[src/rtl/program_loader_if.sv]
// Byte-stream and instruction-memory signal bundle for program_loader.
// A byte moves only on a rising edge where rx_valid_i and rx_ready_o are both 1; the sender holds rx_data_i stable while rx_valid_i is high.
interface program_loader_if #(
   parameter int ADDR_W = 10
) ();
   logic              start_i;
   logic [7:0]        rx_data_i;
   logic              rx_valid_i;
   logic              rx_ready_o;
   logic              mem_we_o;
   logic [ADDR_W-1:0] mem_addr_o;
   logic [15:0]       mem_wdata_o;
   logic              cpu_reset_o;
   logic              busy_o;
   logic              done_o;
   logic              error_o;

   modport slave (
      input  start_i, rx_data_i, rx_valid_i,
      output rx_ready_o, mem_we_o, mem_addr_o, mem_wdata_o,
             cpu_reset_o, busy_o, done_o, error_o
   );

   modport master (
      output start_i, rx_data_i, rx_valid_i,
      input  rx_ready_o, mem_we_o, mem_addr_o, mem_wdata_o,
             cpu_reset_o, busy_o, done_o, error_o
   );
endinterface

[src/rtl/program_loader.sv]
// Loads a length-prefixed 16-bit program image from a byte stream into instruction
// memory and holds the CPU in reset until a load finishes successfully.
module program_loader #(
   parameter int ADDR_W = 10
) (
   input  logic         clk_i,
   input  logic         rst_ni,
   program_loader_if.slave bus,
   output logic [2:0]   state_o
);

   typedef enum logic [2:0] {
      S_IDLE, S_LEN_HI, S_LEN_LO, S_DATA_HI, S_DATA_LO, S_WRITE, S_DONE, S_ERR
   } state_e;

   // Largest legal word count is the full memory depth.
   localparam logic [16:0] MAX_LEN = 17'(1) << ADDR_W;

   state_e            state_q, state_d;
   logic [7:0]        len_hi_q, len_hi_d;
   logic [7:0]        data_hi_q, data_hi_d;
   logic [ADDR_W-1:0] addr_q, addr_d;
   logic [15:0]       remaining_q, remaining_d;
   logic [ADDR_W-1:0] mem_addr_q, mem_addr_d;
   logic [15:0]       mem_wdata_q, mem_wdata_d;
   logic              rx_ready;
   logic              accept;
   logic [15:0]       len_w;

   always_comb begin
      rx_ready = (state_q == S_LEN_HI) || (state_q == S_LEN_LO) ||
                 (state_q == S_DATA_HI) || (state_q == S_DATA_LO);
   end

   assign accept = bus.rx_valid_i && rx_ready;
   assign len_w  = {len_hi_q, bus.rx_data_i};

   always_comb begin
      state_d     = state_q;
      len_hi_d    = len_hi_q;
      data_hi_d   = data_hi_q;
      addr_d      = addr_q;
      remaining_d = remaining_q;
      mem_addr_d  = mem_addr_q;
      mem_wdata_d = mem_wdata_q;
      case (state_q)
         S_IDLE, S_DONE, S_ERR: begin
            if (bus.start_i) state_d = S_LEN_HI;
         end
         S_LEN_HI: begin
            if (accept) begin
               len_hi_d = bus.rx_data_i;
               state_d  = S_LEN_LO;
            end
         end
         S_LEN_LO: begin
            if (accept) begin
               if ((len_w == 16'd0) || ({1'b0, len_w} > MAX_LEN)) begin
                  state_d = S_ERR;
               end else begin
                  addr_d      = '0;
                  remaining_d = len_w;
                  state_d     = S_DATA_HI;
               end
            end
         end
         S_DATA_HI: begin
            if (accept) begin
               data_hi_d = bus.rx_data_i;
               state_d   = S_DATA_LO;
            end
         end
         S_DATA_LO: begin
            // The write port is loaded here so it is stable for the whole WRITE cycle
            // and otherwise keeps showing the last word written.
            if (accept) begin
               mem_addr_d  = addr_q;
               mem_wdata_d = {data_hi_q, bus.rx_data_i};
               state_d     = S_WRITE;
            end
         end
         S_WRITE: begin
            if (remaining_q == 16'd1) begin
               state_d = S_DONE;
            end else begin
               addr_d      = addr_q + {{(ADDR_W-1){1'b0}}, 1'b1};
               remaining_d = remaining_q - 16'd1;
               state_d     = S_DATA_HI;
            end
         end
         default: state_d = S_IDLE;
      endcase
   end

   always_ff @(posedge clk_i) begin
      if (!rst_ni) begin
         state_q     <= S_IDLE;
         len_hi_q    <= '0;
         data_hi_q   <= '0;
         addr_q      <= '0;
         remaining_q <= '0;
         mem_addr_q  <= '0;
         mem_wdata_q <= '0;
      end else begin
         state_q     <= state_d;
         len_hi_q    <= len_hi_d;
         data_hi_q   <= data_hi_d;
         addr_q      <= addr_d;
         remaining_q <= remaining_d;
         mem_addr_q  <= mem_addr_d;
         mem_wdata_q <= mem_wdata_d;
      end
   end

   assign bus.rx_ready_o  = rx_ready;
   assign bus.mem_we_o    = (state_q == S_WRITE);
   assign bus.mem_addr_o  = mem_addr_q;
   assign bus.mem_wdata_o = mem_wdata_q;
   assign bus.busy_o      = rx_ready || (state_q == S_WRITE);
   assign bus.done_o      = (state_q == S_DONE);
   assign bus.error_o     = (state_q == S_ERR);
   assign bus.cpu_reset_o = (state_q != S_DONE);
   assign state_o         = state_q;

endmodule

[src/flat_wrapper.sv]
// flat-port wrapper written by rule: the top's interface ports become plain ports
module program_loader_flat 
#(
   parameter int ADDR_W = 10
)
  (clk_i, rst_ni, state_o, bus_start_i, bus_rx_data_i, bus_rx_valid_i, bus_rx_ready_o, bus_mem_we_o, bus_mem_addr_o, bus_mem_wdata_o, bus_cpu_reset_o, bus_busy_o, bus_done_o, bus_error_o);
  program_loader_if #(.ADDR_W(ADDR_W)) bus_i ();
  input  logic clk_i;
  input  logic rst_ni;
  output logic [2:0] state_o;
  input wire logic [$bits(bus_i.start_i)-1:0] bus_start_i;
  input wire logic [$bits(bus_i.rx_data_i)-1:0] bus_rx_data_i;
  input wire logic [$bits(bus_i.rx_valid_i)-1:0] bus_rx_valid_i;
  output wire logic [$bits(bus_i.rx_ready_o)-1:0] bus_rx_ready_o;
  output wire logic [$bits(bus_i.mem_we_o)-1:0] bus_mem_we_o;
  output wire logic [$bits(bus_i.mem_addr_o)-1:0] bus_mem_addr_o;
  output wire logic [$bits(bus_i.mem_wdata_o)-1:0] bus_mem_wdata_o;
  output wire logic [$bits(bus_i.cpu_reset_o)-1:0] bus_cpu_reset_o;
  output wire logic [$bits(bus_i.busy_o)-1:0] bus_busy_o;
  output wire logic [$bits(bus_i.done_o)-1:0] bus_done_o;
  output wire logic [$bits(bus_i.error_o)-1:0] bus_error_o;
  assign bus_i.start_i = bus_start_i;
  assign bus_i.rx_data_i = bus_rx_data_i;
  assign bus_i.rx_valid_i = bus_rx_valid_i;
  assign bus_rx_ready_o = bus_i.rx_ready_o;
  assign bus_mem_we_o = bus_i.mem_we_o;
  assign bus_mem_addr_o = bus_i.mem_addr_o;
  assign bus_mem_wdata_o = bus_i.mem_wdata_o;
  assign bus_cpu_reset_o = bus_i.cpu_reset_o;
  assign bus_busy_o = bus_i.busy_o;
  assign bus_done_o = bus_i.done_o;
  assign bus_error_o = bus_i.error_o;
  program_loader #(.ADDR_W(ADDR_W)) u_core (.clk_i(clk_i), .rst_ni(rst_ni), .bus(bus_i), .state_o(state_o));
endmodule
[config.mk]
export PLATFORM = sky130hd
export DESIGN_NAME = program_loader_flat
export DESIGN_NICKNAME = d
export VERILOG_FILES = /design/src/rtl/program_loader_if.sv /design/src/rtl/program_loader.sv /design/src/flat_wrapper.sv
export SDC_FILE = /design/constraint.sdc
export NUM_CORES = 1
export LEC_CHECK = 0
export CORE_MARGIN = 1.5
export CORE_UTILIZATION = 30
export DETAILED_ROUTE_END_ITERATION = 16
export DONT_BUFFER_PORTS = 1
export GPL_TIMING_DRIVEN = 0
export PLACE_DENSITY = 0.48
export REMOVE_ABC_BUFFERS = 1
export SLEW_MARGIN = 20
export SYNTH_ARGS = -nofsm -noshare
export SYNTH_HDL_FRONTEND = slang
export SYNTH_SLANG_ARGS = --single-unit
[constraint.sdc]
create_clock -name clk_i -period 1.92 [get_ports clk_i]
set_input_delay 0.288 -clock clk_i [delete_from_list [all_inputs] [get_ports clk_i]]
set_output_delay 0.288 -clock clk_i [all_outputs]
set_load 0.005 [all_outputs]
# [Word-level counts from Yosys, hierarchy flattened]
# Index checks and enable logic that the tools add are counted.
[word_totals] reg_bits=71 input_bits=12 output_inout_bits=35 wordCells=57
[classes] n_addsub=2 magnitude_cmp=1 eq_ne=16 n_mux=16 n_reduce_logical=15
[ops] operator="$mux W16" n=3
[ops] operator="$pmux W16 S2" n=1
[ops] operator="$mux W10" n=3
[ops] operator="$mux W3" n=7
[ops] operator="$pmux W10 S2" n=1
[ops] operator="$pmux W3 S6" n=1
[ops] operator="$eq A16 B1 Y1 const B" n=1
[ops] operator="$gt A16 B11 Y1 const B" n=1
[ops] operator="$logic_not A16 Y1" n=1
[ops] operator="$sub A16 B1 Y16 const B" n=1
[ops] operator="$eq A3 B3 Y1 const B" n=4
[ops] operator="$add A10 B1 Y10 const B" n=1
[ops] operator="$ne A2 B1 Y1 const B" n=4
[ops] operator="$eq A3 B2 Y1 const B" n=2
[ops] operator="$ne A2 B2 Y1 const B" n=3
[ops] operator="$reduce_and A2 Y1" n=3
[ops] operator="$logic_or A1 B1 Y1" n=5
[ops] operator="$reduce_and A5 Y1" n=1
[ops] operator="$reduce_and A4 Y1" n=1
[ops] operator="$eq A3 B1 Y1 const B" n=1
[ops] operator="$logic_not A3 Y1" n=1
[ops] operator="$ne A3 B3 Y1 const B" n=1
[ops] operator="$reduce_or A3 Y1" n=1
[ops] operator="$reduce_bool A2 Y1" n=1
[ops] operator="$logic_and A1 B1 Y1" n=1

# [Logic depth before layout (Yosys ltp)]
[logic_depth] depth_word=7 depth_mapped=10 ltp_nobuf=8

# [Least setup slack after synthesis]
# No wires, ideal clock.
[synth_path] path_type="register -> register" startpoint="register u_core.remaining_q[1]" endpoint="register u_core.remaining_q[11]" setup_time_ns=0.106 arrival_time_ns=1.876 required_time_ns=1.814 setup_slack_ns=-0.062 path_stages_with_launch=11 path_buffers=2 period_less_slack_ns=1.982 path_cell_list="dfxtp_1 -> inv_1 -> ha_1 -> or4b_1 -> nand4bb_4 -> and2_4 -> nor2_4 -> buf_6 -> buf_6 -> nand3_1 -> o311ai_0"
[synth_via] elab_chain_cells=3 elab_cells_between_ends=6 classes_between="add/sub: 1; eq/ne: 2; mux: 2; reduce/logical: 1"
[synth_rtl] item="from (decl)" line_no="program_loader.sv:23" text="logic [15:0] remaining_q, remaining_d;"
[synth_rtl] item="from (signal assigned)" line_no="program_loader.sv:109" text="remaining_q <= remaining_d;"
[synth_rtl] item="$sub A16 B1 Y16 / $eq A16 B1 Y1 (equally long branches)" line_no="program_loader.sv:87, program_loader.sv:83"
[synth_rtl] item="$mux W16 / $ne A2 B2 Y1 (equally long branches)"
[synth_rtl] item="$pmux W16 S2 / $reduce_and A4 Y1 (equally long branches)"
# Several ways; a longest one is shown, not always the timed one. The select of a mux whose other input is x is not followed.
# A chain may end at the register's enable or synchronous reset.

# [Worst setup path after layout]
[layout_path] startpoint="register u_core.remaining_q[11]" endpoint="register u_core.addr_q[8]"
[layout_via] elab_chain_cells=3
[layout_rtl] item="$eq A16 B1 Y1" line_no="program_loader.sv:83" text="if (remaining_q == 16'd1) begin"
[layout_rtl] item="$ne A2 B2 Y1 (no source line)"
[layout_rtl] item="$reduce_and A4 Y1 (no source line)"
[layout_rtl] item="to (signal assigned)" line_no="program_loader.sv:108" text="addr_q <= addr_d;"
[layout_rtl] item="to (decl)" line_no="program_loader.sv:22" text="logic [ADDR_W-1:0] addr_q, addr_d;"
# No other way between the ends.

==> results by group <==
Critical path
  – Worst Setup SP: u_core.remaining_q[11]
  – Startpoint Class: flop
  – Worst endpoint required time: approximately 2.2 ns
  – Worst EP arrival: between 2 and 2.5 ns
  – Crit path capture: u_core.addr_q[8]
  – Reg2Reg Launch Point: u_core.remaining_q[11]
  – Worst R2R Setup Slack: -0.11 ns
  – Nature of the critical path endpoint: flop
  – Cells on worst reg2reg path: 7
  – Worst Path Max Fanout: 7
  – Type of the worst setup path: flop to flop
  – Reg-to-Reg End: u_core.addr_q[8]

Global route
  – Global-route wire length before repair: ~16 mm
  – Largest net degree at the start of global routing: 56
  – Vias in the first global route: just over 3,000
  – Initial antenna violation count: 0
  – Gr ovfl total: 0
  – Global Route Usage Sum: ~18%

Place
  – Hpwl dp: between 5 and 6 mm
  – Post-DP Area: between 0.003 and 0.004 sq mm
  – Port bufs: 0
  – Gpl congestion: 0.833
  – Placed Cells: between 500 and 600

Final layout
  – Nets: 456
  – Layout cells sized above 1: about a quarter
  – Non-Filler Instances: ~580
  – Layout fillers: about 1,100
  – Fin area: about 0.004 sq mm
  – P&R area growth vs syn: 25.9%
  – Most frequent cells in the layout: nand2_1 (111), dfxtp_1 (64), a21oi_1 (48), nor2_1 (19), buf_4 (18)
  – Leading cell type in the layout, fill and taps excluded: nand2_1
  – # diodes: 0

Clock network
  – CTS Root Buffer Type: clkbuf_8
  – CTS buffer count: 9
  – # H-tree levels: 3
  – Skew-Pair Late Insertion Delay: between 0.3 and 0.4 ns
  – Clock Tree Buf Depth: 2
  – # hold bufs at CTS: 0
  – CTS tree: done
  – Clk sinks: slightly above 70
  – Reg clk slew, reported paths: 0.09 ns

Drt
  – Starting DRT DRC Count: 227
  – Drt pass-1 iters: 4
  – WL/cell: 17.0 um
  – Vias per cell: about 5.3
  – Final ANT Viol Nets: 0
  – # DRC: 0
  – DR vias: 3,110
  – DRT Wirelength: just under 10 mm

Synth
  – Avg Inst Size Synth: slightly below 8 sq um
  – Yosys warns: 0
  – EDFF count, synth: 0
  – Synth area leader: dfxtp_1
  – Top_reg_cell synth: dfxtp_1
  – Unique cell type count in the Yosys netlist: 53
  – Yosys reg bits: roughly 70
  – Synth top area cells: dfxtp_1 (44%), nand2_1 (13%), a21oi_1 (8.1%)
  – Post-synthesis instance area: 0.00326 sq mm
  – Post-synth ARST share: 0%
  – Post-synth top area share: 43.5%
  – Sequential share of the synthesized area: between 40 and 50%
  – Post-Syn Instances: 420

Min path
  – Hold Crit Class: input pin to flop

Outcome
  – Failing checks: setup timing
  – Outcome: complete, but fails checks

Power and ir drop
  – Clock Power Share: a little under half
  – Switching Fraction: between 20% and 30%
  – Power density cells: 797 mW/mm^2
  – Cell-internal power: around 2.5 mW
  – Max VDD drop: 335 uV
  – Share of power burned in registers: a little under half
  – Power share of the combinational group: under 10%
  – Leak: 1.39 nW
  – Psw: slightly above 0.8 mW

Run
  – Max cap viols: 0

Die
  – Die Y-Extent: 107 um
  – FP Rows: 37
  – Initial Util: a little under a third
  – IO Count: 47
  – Core area: 0.0105 sq mm
  – DIE AREA: about 0.012 sq mm
  – Die W: 107 um

STA
  – RSZ-0062 raised after global routing: yes
  – Max-slew violations: 0
  – Setup violators final: 25
  – Max Freq: ~490 MHz
  – Crit path time final: between 2 and 2.5 ns
  – Worst Tran Pin Value: 1.06 ns
  – Final hold violation count: 0
  – Final WS setup: -0.113 ns
  – Worst Skew: ~0.014 ns
  – Slew headroom: 29.2%
  – Worst hold margin: 0.0534 ns
  – Final worst-path cycle share: 106%
kinds of logic (layout without fill, tap and decap cells):
kind of cell	count (synthesis)	in the layout	synth area share, %
muxes	3	3	0.920
AOI/OAI and AO/OA	114	114	21.6
and+or+nand+nor	197	200	27.9
buffers and inverters	30	53	4.33
adders and majority gates	3	3	1.15
xor gates and xnor gates	2	2	0.537
DFF	71	71	43.5
registers in the layout (all words and copies together), names as in the netlist:
register                flops
u_core.bus.mem_addr_o      10
u_core.state_o              3
u_core.len_hi_q             8
u_core.remaining_q         16
u_core.addr_q              10
u_core.bus.mem_wdata_o     16
u_core.data_hi_q            8
how the worst min path moves through the flow:
stage | from | to | slack [ns] | depth (start not counted)
4_1_cts | bus_rx_data_i[3] | u_core.data_hi_q[3] | 0.05 | 2
2_1_floorplan | bus_rx_data_i[0] | u_core.data_hi_q[0] | 0.42 | 2
3_3_place_gp | bus_rx_data_i[1] | u_core.len_hi_q[1] | 0.43 | 2
6_report | bus_rx_data_i[4] | u_core.bus.mem_wdata_o[4] | 0.05 | 2
5_1_grt | bus_rx_data_i[2] | u_core.bus.mem_wdata_o[2] | 0.04 | 2
3_5_place_dp | bus_rx_data_i[1] | u_core.bus.mem_wdata_o[1] | 0.43 | 2
routing by layer:
metal	GRT usage, %	wire, um	up-vias
met4	6.67	152	0
met1	23.7	4540	1500
met5	0	0	-
li1	-	-	1521
met2	28.3	4640	73
met3	4.36	575	16
power groups by stage:
stage / Combinational, mW / Sequential (mW) / Clock, mW
after CTS: 0.245 / 1.52 / 1.51
after global placement: 0.174 / 1.55 / 0
after floorplan: 0.136 / 1.54 / 0
after detailed placement: 0.177 / 1.55 / 0
final: 0.260 / 1.52 / 1.50
after global routing: 0.284 / 1.52 / 1.58
stage by stage:
stage	power, mW	setup slack (ns)	setup TNS, ns	util, %
floorplan	1.68	-0.961	-23.90	-
global placement	1.72	-2.31	-62.03	31.7
detailed placement	1.73	-2.19	-60.06	31.8
CTS	3.27	-0.148	-1.82	38.3
global route	3.39	-0.184	-3.91	39.3
finish	3.28	-0.113	-1.73	39.3
area by class of cell:
cell class / count / area, sq um / share of cell area (%)
clock inverters: 7 / 120 / 2.92
inverters: 6 / 35.0 / 0.852
multi-input cells: 322 / 1930 / 46.9
clock buffers: 9 / 124 / 3.01
flip-flops and latches: 71 / 1430 / 34.8
repair inverters: 1 / 8.76 / 0.213
repair buffers: 30 / 292 / 7.09
well taps: 136 / 170 / 4.14
worst max-delay path, stage by stage, from the launching register on:
cell and delay (ns):
dfxtp_1 0.37, or4_4 0.55, nand4bb_4 0.26, and2_4 0.24, nor2_4 0.19, buf_4 0.16
nor3_2 0.04, mux2i_1 0.11
Yosys cell counts (6+ instances only):
cell,number
a21boi_0,12
a21oi_1,53
clkbuf_1,19
dfxtp_1,71
nand2_1,116
nand3_1,16
nor2_1,19
nor3_1,8
nor4_1,8
o21ai_0,11
o21ai_1,6
o31ai_1,6
repair_timing:
item,4_1_cts,5_1_grt
resized for setup,56,24
cloned,6,0
endpoints found under the setup margin,54,28
buffers inserted,23,7
pin swaps,30,27
Note: power is estimated with default switching activity, not from simulation.
